[src/rtl/n_term_loopback_bist.sv]
// Loopback BIST for the north terminal wires: drives walking-one then LFSR patterns on drv
// and checks the field-reversed echo returning on ret after LOOP_LATENCY cycles.
module n_term_loopback_bist #(
  parameter int LOOP_LATENCY  = 2,
  parameter int PATTERN_COUNT = 256
) (
  input  logic        UserCLK,
  input  logic        resetn,
  input  logic        start,
  output logic [35:0] drv,
  input  logic [35:0] ret,
  output logic        busy,
  output logic        done,
  output logic        pass,
  output logic [7:0]  err_count,
  output logic [35:0] fail_vec
);

  localparam logic [35:0] SEED       = 36'hA5A5A5A5A;
  localparam logic [15:0] WALK_LAST  = 16'd35;
  localparam logic [15:0] PAT_LAST   = 16'(PATTERN_COUNT - 1);
  localparam logic [15:0] DRAIN_LAST = 16'(LOOP_LATENCY - 1);

  typedef enum logic [2:0] {IDLE, WALK, LFSR, DRAIN, DONE} state_t;

  state_t                              state_q, state_d;
  logic [15:0]                         cnt_q, cnt_d;
  logic [35:0]                         lfsr_q, lfsr_d;
  logic [7:0]                          err_q, err_d;
  logic [35:0]                         fail_q, fail_d;
  logic [LOOP_LATENCY-1:0][35:0]       exp_q, exp_d;
  logic [LOOP_LATENCY-1:0]             vld_q, vld_d;
  logic [35:0]                         diff;

  // Each terminal bundle comes back on the south side with its wire order reversed.
  function automatic logic [35:0] field_rev(input logic [35:0] p);
    logic [35:0] r;
    r = '0;
    for (int i = 0; i < 4; i++)  r[i]      = p[3 - i];
    for (int i = 0; i < 8; i++)  r[4 + i]  = p[11 - i];
    for (int i = 0; i < 8; i++)  r[12 + i] = p[19 - i];
    for (int i = 0; i < 16; i++) r[20 + i] = p[35 - i];
    return r;
  endfunction

  always_comb begin
    state_d = state_q;
    cnt_d   = cnt_q;
    lfsr_d  = lfsr_q;
    err_d   = err_q;
    fail_d  = fail_q;
    drv     = '0;
    diff    = ret ^ exp_q[LOOP_LATENCY-1];

    // Compare first so a launching start below takes priority when clearing results.
    if (vld_q[LOOP_LATENCY-1] && (diff != '0)) begin
      err_d  = (err_q == 8'hFF) ? err_q : err_q + 8'd1;
      fail_d = fail_q | diff;
    end

    case (state_q)
      IDLE, DONE: begin
        if (start) begin
          state_d = WALK;
          cnt_d   = '0;
          lfsr_d  = SEED;
          err_d   = '0;
          fail_d  = '0;
        end
      end
      WALK: begin
        drv   = 36'd1 << cnt_q[5:0];
        cnt_d = cnt_q + 16'd1;
        if (cnt_q == WALK_LAST) begin
          state_d = LFSR;
          cnt_d   = '0;
        end
      end
      LFSR: begin
        drv    = lfsr_q;
        lfsr_d = {lfsr_q[34:0], lfsr_q[35] ^ lfsr_q[24]};
        cnt_d  = cnt_q + 16'd1;
        if (cnt_q == PAT_LAST) begin
          state_d = DRAIN;
          cnt_d   = '0;
        end
      end
      DRAIN: begin
        cnt_d = cnt_q + 16'd1;
        if (cnt_q == DRAIN_LAST) begin
          state_d = DONE;
          cnt_d   = '0;
        end
      end
      default: state_d = IDLE;
    endcase

    exp_d[0] = field_rev(drv);
    vld_d[0] = (state_q == WALK) || (state_q == LFSR);
    for (int i = 1; i < LOOP_LATENCY; i++) begin
      exp_d[i] = exp_q[i-1];
      vld_d[i] = vld_q[i-1];
    end
  end

  always_ff @(posedge UserCLK or negedge resetn) begin
    if (!resetn) begin
      state_q <= IDLE;
      cnt_q   <= '0;
      lfsr_q  <= SEED;
      err_q   <= '0;
      fail_q  <= '0;
      exp_q   <= '0;
      vld_q   <= '0;
    end else begin
      state_q <= state_d;
      cnt_q   <= cnt_d;
      lfsr_q  <= lfsr_d;
      err_q   <= err_d;
      fail_q  <= fail_d;
      exp_q   <= exp_d;
      vld_q   <= vld_d;
    end
  end

  assign busy      = (state_q == WALK) || (state_q == LFSR) || (state_q == DRAIN);
  assign done      = (state_q == DONE);
  assign pass      = done && (err_q == 8'd0);
  assign err_count = err_q;
  assign fail_vec  = fail_q;

endmodule

[config.mk]
export PLATFORM = sky130hd
export DESIGN_NAME = n_term_loopback_bist
export DESIGN_NICKNAME = d
export VERILOG_FILES = /design/src/rtl/n_term_loopback_bist.sv
export SDC_FILE = /design/constraint.sdc
export NUM_CORES = 1
export LEC_CHECK = 0
export CAP_MARGIN = 40
export CORE_MARGIN = 2
export CORE_UTILIZATION = 50
export CTS_CLUSTER_SIZE = 10
export DETAILED_ROUTE_END_ITERATION = 8
export PLACE_DENSITY = 0.72
export SYNTH_ARGS = -nofsm -noshare
export SYNTH_HDL_FRONTEND = slang
export SYNTH_SLANG_ARGS = --single-unit
[constraint.sdc]
create_clock -name UserCLK -period 4.1 [get_ports UserCLK]
set_input_delay 0.615 -clock UserCLK [delete_from_list [all_inputs] [get_ports UserCLK]]
set_output_delay 0.615 -clock UserCLK [all_outputs]
set_load 0.02 [all_outputs]
==> flow_results.org <==
** Drt
- Antenna Violating Nets Remaining :: 0
- Number of DRC markers in iteration 0 :: 501
- Total via count after detailed routing :: approximately 5200
- After detailed routing, the average wire length per cell comes to 18.3 um.
- For this run, design rule violations remaining after detail routing come to 0.
- The routed design has 17300 um of wire.
- Before antenna repair, the detailed router went through 6 iterations.
- Dividing the detail-routed via count by the number of cells gives roughly 5.5.

** Critical path
- Cells on worst reg2reg path :: 7
- Launching instance or port of the critical path :: state_q[2]
- Reg-to-Reg Start :: cnt_q[0]
- Along the worst path, the maximum fanout reaches 7.
- Critical Setup Path Class :: flop to primary output
- Data on the critical path arrives at its endpoint at 2.82 ns.
- The most critical setup path has its endpoint at drv[22].
- STA classifies the critical path startpoint as a flop.
- Critical path endpoint category :: primary output
- Data required time at the worst endpoint :: between 3 and 4 ns
- Terminus of the critical flop-to-flop path :: cnt_q[3]
- Setup slack, reg-to-reg :: ~1.7 ns

** Cells and area
- Relative area change from synthesis to final layout :: 23.3%
- The filler cells instantiated in the layout total 1065.
- Most frequent cells in the layout :: 155 x sky130_fd_sc_hd__dfrtp_1, 120 x sky130_fd_sc_hd__clkdlybuf4s50_1, 106 x sky130_fd_sc_hd__nand2_1
- The repair_antennas step left the layout with diodes totalling 0.
- Leaving out fill and tap cells, the most frequent cell in the layout is sky130_fd_sc_hd__dfrtp_1.
- After routing the design area is slightly below 0.009 mm2.
- NumNets Final :: ~800
- Final cell count without fillers :: 948
- Summing all multi-input logic gate instances after layout gives 0.00236 mm2.
- Total area of sequential cells :: 0.00435 mm2
- Share of layout cells above drive strength 1 :: 9.51%

** Power
- Post-layout total power :: ~3300 uW
- In this run the static leakage power is 0.00382 uW.
- Power spread over the standard cell area amounts to 377 mW/mm2.
- IR analysis of the VDD net gives a maximum drop of 0.301 mV.

** Run
- The tool flagged a number of max-cap violations equal to 0.

** Logic synthesis
- By area the synthesized netlist is led by sky130_fd_sc_hd__dfrtp_1 54%, sky130_fd_sc_hd__dfstp_2 6.6%, sky130_fd_sc_hd__nand2_1 5.6%.
- Sequential fraction of the synthesis area :: between 60% and 70%
- Number of synthesized flops with an enable pin :: 0
- For this run, asynchronously set or reset flops after synthesis account for 100%.
- In this run, synthesis produced a sequential element count of 173.
- Most area-hungry cell type in the Yosys netlist :: sky130_fd_sc_hd__dfrtp_1
- For this run, the leading register cell type out of synthesis is sky130_fd_sc_hd__dfrtp_1.
- The cell area that synthesis handed to floorplanning was 0.00717 mm2.
- Distinct cell type count of the synthesized netlist :: 53
- The Yosys step of the flow raised 0 warnings.
- Summed over its instances, the top area cell type makes up 54.1% of the synthesized netlist area.
- In this run the mean area of a mapped cell was 10.7 um2.
- After technology mapping, the gate count stands at 670.
- Net count of the mapped netlist :: 717

** Die
- Core region area :: 0.0139 mm2
- The die covers 0.0153 mm2.
- Effective utilization at floorplan :: 51.4%
- From bottom edge to top edge, the die measures 124 um.
- FP Rows :: 43
- From left edge to right edge, the die measures 124 um.
- IO Pins :: 122

** STA
- Setup clock skew after layout :: 0.00746 ns
- Number of endpoints failing setup at the final stage :: 0
- The worst pin sits at a relative slew slack of a little under half.
- At the pin with the least slew margin, the transition time is 0.782 ns.
- Adding up every negative setup slack in the final design gives 0 ns.
- The clock period could shrink to approximately 3.4 ns.
- Final count of hold timing violations :: 0
- Part of the cycle the worst path needs :: 83.8%
- Max-slew violations :: 0
- The worst path meets setup with around 0.66 ns of slack.
- Unrepaired setup endpoints after global routing :: no
- Max Freq :: 291 MHz

** Placed design
- Setup slack after placement :: roughly 1.1 ns
- Counting tap cells, the placed design contains a total of a little over 900 instances.
- GPL Wtd Cong :: about 0.91
- Half-perimeter wire length of the detailed placement result :: ~12000 um
- Placed cell area :: 0.00827 mm2
- # port buffers :: ~120

** Clocking
- The tree is rooted in a sky130_fd_sc_hd__clkbuf_16.
- Post-CTS repair changed the size of 0 cells.
- Clock input transition at the sequential cells of the worst setup and hold paths :: 0.07 ns
- CTS Hold Bufs :: 0
- CTS Sinks :: 173
- After clock tree synthesis, the setup repair step added 0 buffers.
- The clock reaches the later pin of the worst-skew pair after between 0.4 and 0.5 ns.
- TritonCTS built the clock tree.
- In this run the number of H-tree levels came out at 4.
- Clock buffer depth :: 2
- In this run, CTS created clock tree buffers numbering 17.

** Run status
- Status :: finished clean

** Global route
- The initial antenna violation count came to 0.
- Global routing used 23.3% of the available tracks across all layers.
- Summed over all layers, the global routing overflow is 0.
- Entering global routing, the biggest net connects a little under 80 pins.
- The first global-routing pass estimated 26900 um of wire.
- Via count of the first global-routing pass :: 5003

** Hold path
- Worst hold path class :: input port to async pin
==> synth_stat cells, types with 2 or more instances <==
| library cell | instances |
|---|---|
| sky130_fd_sc_hd__a211oi_1 | 2 |
| sky130_fd_sc_hd__a21oi_1 | 46 |
| sky130_fd_sc_hd__a22o_1 | 5 |
| sky130_fd_sc_hd__a31oi_1 | 2 |
| sky130_fd_sc_hd__a32o_1 | 4 |
| sky130_fd_sc_hd__a41o_1 | 2 |
| sky130_fd_sc_hd__and2_1 | 3 |
| sky130_fd_sc_hd__and3_1 | 9 |
| sky130_fd_sc_hd__and4b_1 | 2 |
| sky130_fd_sc_hd__buf_1 | 3 |
| sky130_fd_sc_hd__buf_2 | 3 |
| sky130_fd_sc_hd__buf_4 | 36 |
| sky130_fd_sc_hd__buf_6 | 2 |
| sky130_fd_sc_hd__clkbuf_1 | 15 |
| sky130_fd_sc_hd__clkbuf_8 | 2 |
| sky130_fd_sc_hd__dfrtp_1 | 155 |
| sky130_fd_sc_hd__dfstp_2 | 18 |
| sky130_fd_sc_hd__ha_1 | 8 |
| sky130_fd_sc_hd__inv_1 | 11 |
| sky130_fd_sc_hd__mux2i_1 | 2 |
| sky130_fd_sc_hd__nand2_1 | 106 |
| sky130_fd_sc_hd__nand2b_1 | 6 |
| sky130_fd_sc_hd__nand3_1 | 13 |
| sky130_fd_sc_hd__nand4_1 | 7 |
| sky130_fd_sc_hd__nor2_1 | 53 |
| sky130_fd_sc_hd__nor3_1 | 6 |
| sky130_fd_sc_hd__nor4_1 | 10 |
| sky130_fd_sc_hd__nor4_2 | 3 |
| sky130_fd_sc_hd__o21ai_0 | 66 |
| sky130_fd_sc_hd__o21ai_1 | 5 |
| sky130_fd_sc_hd__o22a_1 | 2 |
| sky130_fd_sc_hd__o22ai_1 | 2 |
| sky130_fd_sc_hd__o31ai_1 | 2 |
| sky130_fd_sc_hd__or3_1 | 2 |
| sky130_fd_sc_hd__or3_2 | 2 |
| sky130_fd_sc_hd__xnor2_1 | 2 |
| sky130_fd_sc_hd__xor2_1 | 37 |
==> sequential cells by signal, summed over array words and instances (netlist names) <==
signal,flops
cnt_q,16
fail_vec,36
vld_q,2
err_count,8
exp_q,36
exp_d,36
lfsr_q,36
state_q,3
==> power breakdown <==
part           switching (uW)  leakage [uW]  internal (uW)
registers            0.000157       0.00202           1710
clock network             682      0.000264            844
logic                    55.5       0.00154           44.2
==> logic make-up (layout without fill, tap and decap cells) <==
logic type / after synthesis / count (layout) / share of synthesized area, %
compound gates: 147 / 147 / 11.9
xor+xnor: 39 / 39 / 4.77
fa+ha+maj: 8 / 8 / 1.40
buf+inv: 73 / 171 / 6.41
flops: 173 / 173 / 60.7
mux: 2 / 2 / 0.279
simple gates: 228 / 228 / 14.6
==> worst min path at each step <==
stage | start | end | cells after the start
after global placement | exp_d[65] | exp_q[65] | 0
after global routing | resetn | fail_vec[12] | 1
after detailed placement | exp_d[36] | exp_q[36] | 0
final | resetn | fail_vec[12] | 1
after floorplan | resetn | cnt_q[0] | 0
after CTS | resetn | fail_vec[12] | 1
==> area by class of cell <==
class | instances | area share (%)
Timing Repair Buffer | 128 | 14.7
Multi-Input combinational cell | 424 | 26.7
Sequential cell | 173 | 49.2
Inverter | 11 | 0.467
Tap cell | 180 | 2.55
Clock buffer | 17 | 4.81
Clock inverter | 15 | 1.60
==> worst max-delay path: stages (launching register included) <==
cell and delay (ns):
sky130_fd_sc_hd__dfrtp_1 0.44, sky130_fd_sc_hd__and2b_2 0.28, sky130_fd_sc_hd__nand2b_1 0.13, sky130_fd_sc_hd__nor2_1 0.14, sky130_fd_sc_hd__and2_1 0.25, sky130_fd_sc_hd__nand2_1 0.12
sky130_fd_sc_hd__o21ai_0 0.34, sky130_fd_sc_hd__clkdlybuf4s50_1 0.70
==> per-stage QoR <==
step	util [%]	hold WS, ns
4_1_cts	63.4	0.0449
2_1_floorplan	-	0.319
6_report	63.4	0.0468
3_5_place_dp	59.4	0.335
5_1_grt	63.4	0.0559
3_3_place_gp	59.2	0.331
==> per-layer routing <==
layer	GRT usage, %	wire length [um]
met1	32.9	7430
met2	36.4	8440
met3	4.49	1150
met4	8.31	325
met5	0	0
No activity file was read; power rests on OpenSTA's default activity.
